### config.mk
export PLATFORM = sky130hd
export DESIGN_NAME = scannable_chain_param
export DESIGN_NICKNAME = d
export VERILOG_FILES = /design/src/rtl/scan_pkg.sv /design/src/rtl/scan_cell_chain.sv /design/src/rtl/scannable_chain_param.sv
export SDC_FILE = /design/constraint.sdc
export NUM_CORES = 1
export LEC_CHECK = 0
export ABC_AREA = 1
export BUFFER_PORTS_ARGS = -buffer_cell sky130_fd_sc_hd__buf_4
export CORE_MARGIN = 10
export CORE_UTILIZATION = 55
export CTS_BUF_LIST = sky130_fd_sc_hd__clkbuf_8
export DETAILED_ROUTE_END_ITERATION = 16
export HOLD_SLACK_MARGIN = 0.06
export PLACE_DENSITY = 0.83
export SYNTH_ARGS = -nofsm -noshare
export SYNTH_HDL_FRONTEND = slang
export SYNTH_SLANG_ARGS = --single-unit
### constraint.sdc
create_clock -name clk -period 1.7 [get_ports clk]
set_input_delay 0.34 -clock clk [delete_from_list [all_inputs] [get_ports clk]]
set_output_delay 0.34 -clock clk [all_outputs]
set_load 0.03 [all_outputs]
### src/rtl/scan_pkg.sv
// Shared types and default sizing for the parameterised scan-chain block.
package scan_pkg;

  localparam int DEF_WIDTH  = 8;
  localparam int DEF_CHAINS = 2;

  typedef enum logic [1:0] {
    ST_IDLE,
    ST_CAPTURE,
    ST_SHIFT,
    ST_UPDATE
  } scan_state_e;

  // One-hot style control bundle broadcast from the sequencer to every chain.
  // func overrides the others: in functional mode the chains only pass data.
  typedef struct packed {
    logic func;
    logic capture;
    logic shift;
    logic update;
  } chain_ctrl_t;

endpackage

### src/rtl/scan_cell_chain.sv
// One WIDTH-bit scan chain: capture/shift register plus registered parallel
// update stage. Sequencing is decided by the parent; this cell only obeys ctrl.
module scan_cell_chain
  import scan_pkg::*;
#(
  parameter int WIDTH = DEF_WIDTH
) (
  input  logic              clk,
  input  logic              rst,
  input  chain_ctrl_t       ctrl,
  input  logic              tdi,
  input  logic [WIDTH-1:0]  pin,
  output logic              tdo,
  output logic [WIDTH-1:0]  pout
);

  logic [WIDTH-1:0] sr_q, sr_d;
  logic [WIDTH-1:0] pout_q, pout_d;

  // Next-state for the shift register and the parallel output stage.
  always_comb begin
    sr_d   = sr_q;
    pout_d = pout_q;
    if (ctrl.func) begin
      pout_d = pin;
    end else begin
      if (ctrl.capture) begin
        sr_d = pin;
      end else if (ctrl.shift) begin
        sr_d = {sr_q[WIDTH-2:0], tdi};
      end
      if (ctrl.update) begin
        pout_d = sr_q;
      end
    end
  end

  // Register stage; synchronous reset clears both registers.
  always_ff @(posedge clk) begin
    if (rst) begin
      // NOTE: the shift register is reset (not left to power-up) because TDO
      // is observed directly and must read 0 straight after reset.
      sr_q   <= '0;
      pout_q <= '0;
    end else begin
      sr_q   <= sr_d;
      pout_q <= pout_d;
    end
  end

  assign tdo  = sr_q[WIDTH-1];
  assign pout = pout_q;

endmodule

### src/rtl/scannable_chain_param.sv
// Parameterised multi-chain scan block: one capture/shift/update sequencer
// driving CHAINS identical scan_cell_chain instances in lock-step.
module scannable_chain_param
  import scan_pkg::*;
#(
  parameter int WIDTH  = DEF_WIDTH,
  parameter int CHAINS = DEF_CHAINS
) (
  input  logic                    clk,
  input  logic                    RESET,
  input  logic                    TST,
  input  logic                    Start,
  input  logic [CHAINS-1:0]       TDI,
  input  logic [CHAINS*WIDTH-1:0] Data_in,
  output logic [CHAINS-1:0]       TDO,
  output logic [CHAINS*WIDTH-1:0] Data_out,
  output logic                    Busy,
  output logic                    Done
);

  localparam int               CNT_W      = $clog2(WIDTH + 1);
  localparam logic [CNT_W-1:0] LAST_SHIFT = CNT_W'(WIDTH - 1);

  scan_state_e      state_q, state_d;
  logic [CNT_W-1:0] cnt_q, cnt_d;
  logic             done_q, done_d;
  chain_ctrl_t      ctrl;

  // Sequencer next-state and chain controls; dropping TST aborts at once.
  always_comb begin
    // NOTE: every output of this block gets a default first so that no path
    // leaves a signal unassigned, which would otherwise infer a latch.
    state_d = state_q;
    cnt_d   = cnt_q;
    done_d  = 1'b0;
    ctrl    = '0;
    if (!TST) begin
      state_d   = ST_IDLE;
      ctrl.func = 1'b1;
    end else begin
      case (state_q)
        ST_IDLE: begin
          if (Start) state_d = ST_CAPTURE;
        end
        ST_CAPTURE: begin
          ctrl.capture = 1'b1;
          cnt_d        = '0;
          state_d      = ST_SHIFT;
        end
        ST_SHIFT: begin
          ctrl.shift = 1'b1;
          cnt_d      = cnt_q + 1'b1;
          if (cnt_q == LAST_SHIFT) state_d = ST_UPDATE;
        end
        ST_UPDATE: begin
          ctrl.update = 1'b1;
          done_d      = 1'b1;
          state_d     = ST_IDLE;
        end
        default: state_d = ST_IDLE;
      endcase
    end
  end

  // Sequencer state register; RESET wins over everything else.
  always_ff @(posedge clk) begin
    // NOTE: clocked state uses non-blocking assignments so all flops update
    // together from pre-edge values; the comb block above uses blocking.
    if (RESET) begin
      state_q <= ST_IDLE;
      cnt_q   <= '0;
      done_q  <= 1'b0;
    end else begin
      state_q <= state_d;
      cnt_q   <= cnt_d;
      done_q  <= done_d;
    end
  end

  for (genvar c = 0; c < CHAINS; c++) begin : g_chain
    scan_cell_chain #(
      .WIDTH (WIDTH)
    ) u_chain (
      .clk  (clk),
      .rst  (RESET),
      .ctrl (ctrl),
      .tdi  (TDI[c]),
      .pin  (Data_in[c*WIDTH +: WIDTH]),
      .tdo  (TDO[c]),
      .pout (Data_out[c*WIDTH +: WIDTH])
    );
  end

  assign Busy = (state_q != ST_IDLE);
  assign Done = done_q;

endmodule

==> results of run 1 <==
[critical path, stage by stage (launching register included)]
cell     delay [ps]
dfxtp_1         380
inv_1           120
ha_1            240
inv_1            60
buf_4           150
[registers in the layout, summed over array words and instances, names as in the netlist]
signal                count
g_chain.u_chain.pout     16
cnt_q                     4
Done                      1
g_chain.u_chain.sr_q     16
state_q                   2
[layout make-up]
class | instances | share of cell area
multi-input combinational | 177 | 0.371
tap | 46 | 0.0247
inverter | 44 | 0.0708
clock inverter | 3 | 0.00697
sequential | 39 | 0.335
clock buffer | 5 | 0.0295
timing repair buffer | 47 | 0.162
[power breakdown]
part           internal, W  total (W)  leakage (nW)  switching, W
Clock             0.000281   0.000606        0.0453      0.000325
Combinational     0.000163   0.000406         0.861      0.000243
Sequential        0.000973    0.00101         0.319     0.0000330
Total              0.00142    0.00202          1.23      0.000602
[per-stage QoR]
| step | instance area, µm² | std cells | utilization | setup slack [ps] |
|---|---|---|---|---|
| global route | 2330 | 361 | 0.704 | 49.2 |
| CTS | 2330 | 361 | 0.704 | 117 |
| finish | 2330 | 361 | 0.704 | 123 |
| detailed placement | 2250 | 353 | 0.679 | 235 |
| floorplan | 1880 | 273 | - | 381 |
| global placement | 2250 | 353 | 0.679 | 319 |
[logic make-up (layout without fill, tap and decap cells)]
family	after synthesis	after routing	synth area share
and+or+nand+nor	107	107	0.227
AOI/OAI and AO/OA	63	63	0.186
buffers and inverters	57	99	0.126
DFF	39	39	0.414
adders and majority gates	7	7	0.0465
[routing by layer]
layer	wire, µm	up-vias	GRT usage
li1	-	937	-
met1	1950	791	0.169
met3	254	11	0.0524
met2	2200	39	0.258
met4	74	0	0.0591
met5	0	-	0
[worst max path at each step]
stage,from,slack [ps],to,cells after the start
global placement,TST,320,g_chain[1].u_chain.pout[0]$_SDFFE_PP0P_,7
floorplan,state_q[1]$_SDFFE_PP0P_,380,g_chain[0].u_chain.sr_q[5]$_SDFFE_PP0P_,7
detailed placement,state_q[0]$_SDFFE_PP0P_,230,g_chain[0].u_chain.sr_q[6]$_SDFFE_PP0P_,7
finish,state_q[0]$_SDFFE_PP0P_,120,Busy,4
CTS,state_q[0]$_SDFFE_PP0P_,120,Busy,4
global route,state_q[0]$_SDFFE_PP0P_,50,cnt_q[3]$_SDFFE_PP0P_,7
[cell usage after synthesis (2+ instances only)]
| cell | count |
|---|---|
| a21oi_1 | 18 |
| clkbuf_1 | 3 |
| nand2_1 | 83 |
| buf_2 | 4 |
| o21ai_0 | 28 |
| inv_1 | 43 |
| nor3_1 | 2 |
| buf_4 | 3 |
| dfxtp_1 | 39 |
| nand3_1 | 5 |
| o21ai_1 | 3 |
| o211ai_1 | 14 |
| buf_1 | 2 |
| nor2_1 | 12 |
| ha_1 | 7 |
| nand2_2 | 2 |
==> results.sh, run 1 <==
export IMPL_outcome="finished clean"
export IMPL_hold_viol=0
export IMPL_drc=0
export IMPL_cts_buffers=5
export IMPL_path_class="flip-flop to output port"
export IMPL_timing_rr_start="state_q[0]$_SDFFE_PP0P_"
export IMPL_r2r_slack_ps=200
export IMPL_grt_pass1_wl_mm=7.80
export IMPL_cts_num_sinks=39
export IMPL_synthesis_area_um2=1880
export IMPL_io_buffers=41
export IMPL_ios=42
export IMPL_grt_use_total=0.151
export IMPL_hold_end="g_chain[0].u_chain.sr_q[0]$_SDFFE_PP0P_"
export IMPL_ys_ff_latch=39
export IMPL_critPathCaptureType="output port"
export IMPL_final_cell_mix="83 x nand2_1, 45 x buf_4, 44 x inv_1"
export IMPL_dp_hpwl_mm=3.33
export IMPL_regArea_um2=781
export IMPL_total_power_w=0.00202
export IMPL_ys_flop_type="dfxtp_1"
export IMPL_synth_edff_count=0
export IMPL_htreeDepth=2
export IMPL_hold_ws_ps=214
export IMPL_yosys_top_cells_area="dfxtp_1 41%, nand2_1 17%, inv_1 8.6%"
export IMPL_r2r_cells=7
export IMPL_antenna_found_initial=0
export IMPL_vias_per_cell=4.93
export IMPL_syn_nets=302
export IMPL_root_buffer="clkbuf_8"
export IMPL_synth_top_area_cell="dfxtp_1"
export IMPL_die_x_um=78.5
export IMPL_worstMarginPinSlew_ps=373
export IMPL_gr_total_overflow=0
export IMPL_synth_cell_types=21
export IMPL_final_common_cell="nand2_1"
export IMPL_crit_fanout=5
export IMPL_multi_input_area_um2=866
export IMPL_slew_viol_final=0
export IMPL_drt_pass1_iterations=4
export IMPL_clock_latency_ps=300
export IMPL_cap_violations=0
export IMPL_synth_top_area_share=0.414
export IMPL_hp_start="RESET"
export IMPL_clk_path_buf_depth=2
export IMPL_grt_max_degree=25
export IMPL_nets=343
export IMPL_fmax_mhz=634
export IMPL_initial_core_util=0.569
export IMPL_coreArea_um2=3310
export IMPL_setup_viol_count_final=0
export IMPL_fp_row_count=21
export IMPL_seq_area_frac_synth=0.414
export IMPL_first_iter_violations=98
export IMPL_clock_skew_ps=5.32
export IMPL_crit_required_ps=1360
export IMPL_hp_class="input port to flip-flop"
export IMPL_finalCritPeriodShare=0.928
export IMPL_power_per_cell_area_nw_per_um2=865
export IMPL_first_global_vias=1813
export IMPL_yosysWarnings=0
export IMPL_postSynthCellCount=273
export IMPL_cts_resized=0
export IMPL_place_congestion=0.831
export IMPL_setup_worst_path_start_class="flip-flop"
export IMPL_period_needed_ps=1580
export IMPL_postCtsHoldBufs=0
export IMPL_wire_per_inst_um=12.4
export IMPL_path_clk_slew_ps=70
export IMPL_vias=1778
export IMPL_syn_area_per_cell_um2=6.90
export IMPL_ir_drop_mv=0.532
export IMPL_rsz0062_at_grt="no"
export IMPL_slew_headroom=0.750
export IMPL_syn2layout_area_growth_pct=23.8
export IMPL_postRouteAntennaNets=0
export IMPL_die_area_um2=6170
export IMPL_routed_wl_mm=4.47
export IMPL_r2r_end="cnt_q[3]$_SDFFE_PP0P_"
export IMPL_p_leak_nw=1.23
export IMPL_hold_depth=2
export IMPL_dieHeight_um=78.5
export IMPL_worstPathArrival_ps=1240
export IMPL_antenna_cells=0
export IMPL_drive_gt1_frac=0.187
export IMPL_synth_async_reset_ratio=0
export IMPL_fillers=298
export IMPL_fin_setup_tns_ps=0
export IMPL_cts_setup_buffers=0
export IMPL_cts_tree="built"
No activity file was read; power rests on OpenSTA's default activity.
==> run 2, diff against run 1 <==
--- a/config.mk
+++ b/config.mk
@@ -5,7 +5,6 @@
 export SDC_FILE = /design/constraint.sdc
 export NUM_CORES = 1
 export LEC_CHECK = 0
-export ABC_AREA = 1
 export BUFFER_PORTS_ARGS = -buffer_cell sky130_fd_sc_hd__buf_4
 export CORE_MARGIN = 10
 export CORE_UTILIZATION = 55
==> results.sh, run 2 <==
export IMPL_syn_nets=227
export IMPL_vias=1528
export IMPL_htreeDepth=2
export IMPL_routed_wl_mm=4.16
export IMPL_io_buffers=41
export IMPL_p_leak_nw=0.969
export IMPL_ios=42
export IMPL_yosysWarnings=0
export IMPL_power_per_cell_area_nw_per_um2=852
export IMPL_cts_buffers=5
export IMPL_crit_required_ps=1880
export IMPL_syn_area_per_cell_um2=9.50
export IMPL_drc=0
export IMPL_synth_edff_count=0
export IMPL_first_iter_violations=87
export IMPL_finalNonFillerCells=283
export IMPL_postRouteAntennaNets=0
export IMPL_nets=265
export IMPL_setup_viol_count_final=0
export IMPL_grt_use_total=0.137
export IMPL_crit_fanout=9
export IMPL_grt_max_degree=26
export IMPL_synth_cell_types=32
export IMPL_synthesis_area_um2=1880
export IMPL_hp_class="input port to flip-flop"
export IMPL_dp_hpwl_mm=2.98
export IMPL_place_congestion=0.831
export IMPL_drt_pass1_iterations=4
export IMPL_fmax_mhz=639
export IMPL_die_area_um2=6160
export IMPL_first_global_vias=1553
export IMPL_vias_per_cell=5.40
export IMPL_clock_skew_ps=3.90
export IMPL_worstMarginPinSlew_ps=455
export IMPL_final_common_cell="buf_4"
export IMPL_ys_ff_latch=39
export IMPL_ir_drop_mv=0.556
export IMPL_synth_top_area_share=0.415
export IMPL_clk_path_buf_depth=2
export IMPL_path_class="flip-flop to flip-flop"
export IMPL_intPower_w=0.00139
export IMPL_synth_commonest_cells="39 x dfxtp_1, 34 x mux2i_1, 19 x a21oi_1"
export IMPL_clock_latency_ps=290
export IMPL_dieHeight_um=78.5
export IMPL_rsz0062_at_grt="no"
export IMPL_postCtsHoldBufs=0
export IMPL_syn2layout_area_growth_pct=21.1
export IMPL_cts_setup_buffers=0
export IMPL_hold_viol=0
export IMPL_slew_headroom=0.696
export IMPL_wire_per_inst_um=14.7
export IMPL_die_x_um=78.5
export IMPL_postSynthCellCount=198
export IMPL_p_seq_frac=0.515
export IMPL_outcome="finished clean"
export IMPL_final_cell_mix="47 x buf_4, 39 x dfxtp_1, 34 x mux2i_1"
export IMPL_synth_async_reset_ratio=0
export IMPL_cts_num_sinks=39
export IMPL_drive_gt1_frac=0.241
export IMPL_worstPathArrival_ps=1740
export IMPL_fillers=295
export IMPL_setup_worst_path_start_class="flip-flop"
export IMPL_coreArea_um2=3310
export IMPL_initial_core_util=0.568
export IMPL_power_switching_w=0.000547
export IMPL_fp_row_count=21
export IMPL_synth_top_area_cell="dfxtp_1"
export IMPL_worstSetupStartpoint="state_q[1]$_SDFFE_PP0P_"
export IMPL_total_power_w=0.00194
export IMPL_grt_pass1_wl_mm=6.92
export IMPL_synth_most_common_cell="dfxtp_1"
export IMPL_swShare=0.282
export IMPL_p_comb_frac=0.175
export IMPL_cap_violations=0
export IMPL_path_clk_slew_ps=70
export IMPL_ys_flop_type="dfxtp_1"
export IMPL_fin_setup_tns_ps=0
export IMPL_dp_cells=275
export IMPL_antenna_found_initial=0
export IMPL_critPathCaptureType="flip-flop"
export IMPL_finalCritPeriodShare=0.920
export IMPL_yosys_top_cells_area="dfxtp_1 41%, mux2i_1 18%, a211oi_1 6.4%"
export IMPL_cts_resized=0
export IMPL_hp_start="Data_in[4]"
export IMPL_seq_area_frac_synth=0.415
export IMPL_cts_tree="built"
export IMPL_root_buffer="clkbuf_8"
export IMPL_period_needed_ps=1560
export IMPL_timing_rr_start="state_q[1]$_SDFFE_PP0P_"
export IMPL_pwr_share_clk=0.310
export IMPL_slew_viol_final=0
export IMPL_fin_util=0.688
export IMPL_antenna_cells=0
export IMPL_gr_total_overflow=0
[run 2: cell types whose count changed in the layout (fill, tap and decap cells not counted), moves of 4 or more]
cell / change
nand2b_1: +8
nand3_1: -4
a211oi_1: +16
nand2_1: -77
o211ai_1: -14
o21ai_0: -14
mux2i_1: +34
nor2_1: +4
inv_1: -39
[run 2: final cells by class]
cell class	count	area (µm²)	share of cell area
Timing Repair Buffer	47	353	0.155
Inverter	4	15.0	0.00659
Clock buffer	5	68.8	0.0302
Tap cell	46	57.6	0.0253
Sequential cell	39	781	0.343
Clock inverter	3	16.3	0.00714
Multi-Input combinational cell	139	987	0.433
[run 2: kinds of logic (layout without fill, tap and decap cells)]
| logic type | after synthesis | count (layout) | share of synthesized area |
|---|---|---|---|
| compound gates | 57 | 57 | 0.181 |
| simple gates | 41 | 41 | 0.113 |
| flops | 39 | 39 | 0.415 |
| mux | 34 | 34 | 0.181 |
| buf+inv | 20 | 59 | 0.0638 |
| fa+ha+maj | 7 | 7 | 0.0465 |
[run 2: metrics by stage]
stage / worst slack, ps / hold WS (ps) / instance area, µm²
6_report: 135 / 331 / 2280
5_1_grt: 16.4 / 328 / 2280
4_1_cts: 106 / 324 / 2270
3_5_place_dp: 124 / 475 / 2190
3_3_place_gp: 162 / 469 / 2190
2_1_floorplan: 245 / 449 / 1880
[run 2: path summary, 6_finish.rpt]
check	cells after the start	slack [ps]	endpoint
setup / recovery	5	140	g_chain[1].u_chain.sr_q[0]$_SDFFE_PP0P_
hold / removal	3	330	g_chain[0].u_chain.pout[4]$_SDFFE_PP0P_
setup reg to reg	5	140	g_chain[1].u_chain.sr_q[0]$_SDFFE_PP0P_
hold reg to reg	2	490	cnt_q[1]$_SDFFE_PP0P_
[run 2: power by group through the flow]
stage | Clock (W) | Combinational, W | Sequential (W)
floorplan | 0 | 0.000173 | 0.00107
global placement | 0 | 0.000337 | 0.00102
detailed placement | 0 | 0.000340 | 0.00102
CTS | 0.000623 | 0.000342 | 0.00100
global route | 0.000654 | 0.000371 | 0.00101
finish | 0.000602 | 0.000340 | 0.00100
[run 2: worst max-delay path, cell delays in order, from the launching register on]
cell	delay [ps]
dfxtp_1	410
inv_1	100
ha_1	310
nand2_2	300
mux2i_1	240
a21oi_1	80
[run 2: per-layer routing]
metal	GRT usage	wire length [µm]
met5	0	0
met4	0.0663	57
met3	0.0421	176
met2	0.232	1990
met1	0.152	1940
==> run 3, diff against run 2 <==
--- a/config.mk
+++ b/config.mk
@@ -7,11 +7,11 @@
 export LEC_CHECK = 0
 export BUFFER_PORTS_ARGS = -buffer_cell sky130_fd_sc_hd__buf_4
 export CORE_MARGIN = 10
-export CORE_UTILIZATION = 55
+export CORE_UTILIZATION = 50
 export CTS_BUF_LIST = sky130_fd_sc_hd__clkbuf_8
 export DETAILED_ROUTE_END_ITERATION = 16
 export HOLD_SLACK_MARGIN = 0.06
-export PLACE_DENSITY = 0.83
+export PLACE_DENSITY = 0.79
 export SYNTH_ARGS = -nofsm -noshare
 export SYNTH_HDL_FRONTEND = slang
 export SYNTH_SLANG_ARGS = --single-unit
==> constraint.sdc (replaced) <==
create_clock -name clk -period 1.3 [get_ports clk]
set_input_delay 0.26 -clock clk [delete_from_list [all_inputs] [get_ports clk]]
set_output_delay 0.26 -clock clk [all_outputs]
set_load 0.03 [all_outputs]
==> results.sh, run 3 (synthesis results as in run 2) <==
export IMPL_critPathSlowestCell="dfxtp_4"
export IMPL_initial_core_util=0.514
export IMPL_gr_total_overflow=0
export IMPL_cts_num_sinks=39
export IMPL_final_cell_mix="54 x buf_4, 37 x dfxtp_1, 33 x mux2i_1"
export IMPL_first_iter_violations=76
export IMPL_path_clk_slew_ps=80
export IMPL_die_area_um2=6620
export IMPL_crit_family="flip-flops"
export IMPL_fmax_mhz=763
export IMPL_place_congestion=0.912
export IMPL_post_place_ws_ps=-53.9
export IMPL_clock_latency_ps=290
export IMPL_fillers=293
export IMPL_antenna_cells=0
export IMPL_path_cells="inv_4 > ha_4 > inv_2 > buf_6"
export IMPL_grt_use_total=0.141
export IMPL_wire_per_inst_um=15.5
export IMPL_ir_drop_mv=0.655
export IMPL_ios=42
export IMPL_drc=0
export IMPL_cap_violations=0
export IMPL_rsz0062_at_grt="yes"
export IMPL_slew_viol_final=0
export IMPL_cts_tree="built"
export IMPL_postRouteAntennaNets=0
export IMPL_syn2layout_area_growth_pct=34.2
export IMPL_coreArea_um2=3660
export IMPL_worstPathArrival_ps=1050
export IMPL_hold_ws_ps=233
export IMPL_die_x_um=81.4
export IMPL_dp_cells=286
export IMPL_setup_worst_path_start_class="flip-flop"
export IMPL_io_buffers=41
export IMPL_power_per_cell_area_nw_per_um2=1040
export IMPL_dieHeight_um=81.4
export IMPL_grt_pass1_wl_mm=7.50
export IMPL_vias=1625
export IMPL_vias_per_cell=5.43
export IMPL_critPathBufInv=3
export IMPL_crit_fanout=4
export IMPL_outcome="finished with violations"
export IMPL_period_needed_ps=1310
export IMPL_failed_checks="setup timing"
export IMPL_root_buffer="clkbuf_8"
export IMPL_path_class="flip-flop to output port"
export IMPL_clk_path_buf_depth=2
export IMPL_antenna_found_initial=0
export IMPL_critPathCaptureType="output port"
export IMPL_routed_wl_mm=4.62
export IMPL_finalCritPeriodShare=1.01
export IMPL_p_leak_nw=1.07
export IMPL_finalNonFillerCells=299
export IMPL_final_common_cell="buf_4"
export IMPL_fp_row_count=22
export IMPL_hold_viol=0
export IMPL_grt_max_degree=20
export IMPL_nets=279
export IMPL_crit_required_ps=1040
export IMPL_hp_class="input port to flip-flop"
export IMPL_dp_hpwl_mm=3.24
export IMPL_htreeDepth=2
export IMPL_drive_gt1_frac=0.347
export IMPL_clock_skew_ps=6.41
export IMPL_setup_ws_ps=-10.7
export IMPL_slew_headroom=0.824
export IMPL_worst_path_largest_cell_delay_ps=390
export IMPL_cts_buffers=5
export IMPL_setup_viol_count_final=1
export IMPL_worstMarginPinSlew_ps=260
export IMPL_first_global_vias=1610
export IMPL_drt_pass1_iterations=4
[run 3: changes by cell type in the layout (fill, tap and decap cells not counted), sizes merged]
cell	previous run	this run
buf	47	59
clkinvlp	1	0
clkinv	1	3
o21a	1	3
inv	5	4
[run 3: layer usage]
| layer | track usage | routed length (µm) |
|---|---|---|
| met1 | 0.169 | 2060 |
| met2 | 0.231 | 2220 |
| met3 | 0.0442 | 275 |
| met4 | 0.0484 | 65 |
| met5 | 0 | 0 |
[run 3: per-stage QoR]
| stage | power (W) | utilization | TNS [ps] | cell area, µm² |
|---|---|---|---|---|
| finish | 0.00261 | 0.690 | -10.7 | 2520 |
| global route | 0.00273 | 0.690 | -278 | 2520 |
| CTS | 0.00261 | 0.675 | -5.07 | 2470 |
| detailed placement | 0.00183 | 0.639 | -363 | 2340 |
| global placement | 0.00182 | 0.639 | 0 | 2340 |
| floorplan | 0.00164 | - | -281 | 1940 |
[run 3: what timing repair did]
action / 4_1_cts / 5_1_grt
gates cloned: 1 / 1
setup endpoints to repair: 20 / 23
pin swaps: 3 / 5
setup buffers: 3 / 0
hold buffers: 0 / 0
gates resized for setup: 6 / 13
[run 3: where the power goes]
| group | leakage (nW) | switching, W | total [W] | internal (W) |
|---|---|---|---|---|
| sequential | 0.321 | 0.0000503 | 0.00131 | 0.00126 |
| combinational | 0.704 | 0.000282 | 0.000530 | 0.000248 |
| clock | 0.0477 | 0.000406 | 0.000773 | 0.000367 |
| total | 1.07 | 0.000738 | 0.00261 | 0.00188 |
[run 3: area by class of cell]
type | instances | area, µm² | area share
Sequential cell | 39 | 788 | 0.312
Multi-Input combinational cell | 141 | 1080 | 0.430
Timing Repair Buffer | 59 | 488 | 0.193
Inverter | 4 | 20.0 | 0.00793
Clock inverter | 3 | 15.0 | 0.00595
Tap cell | 48 | 60.1 | 0.0238
Clock buffer | 5 | 68.8 | 0.0273
[run 3: worst paths after layout]
| path | depth (start not counted) | from | end | slack (ps) |
|---|---|---|---|---|
| setup / recovery | 4 | state_q[1]$_SDFFE_PP0P_ | Busy | -10 |
| hold / removal | 2 | RESET | cnt_q[1]$_SDFFE_PP0P_ | 230 |
| hold reg to reg | 2 | cnt_q[1]$_SDFFE_PP0P_ | cnt_q[1]$_SDFFE_PP0P_ | 480 |
| setup reg to reg | 5 | state_q[1]$_SDFFE_PP0P_ | cnt_q[2]$_SDFFE_PP0P_ | 10 |
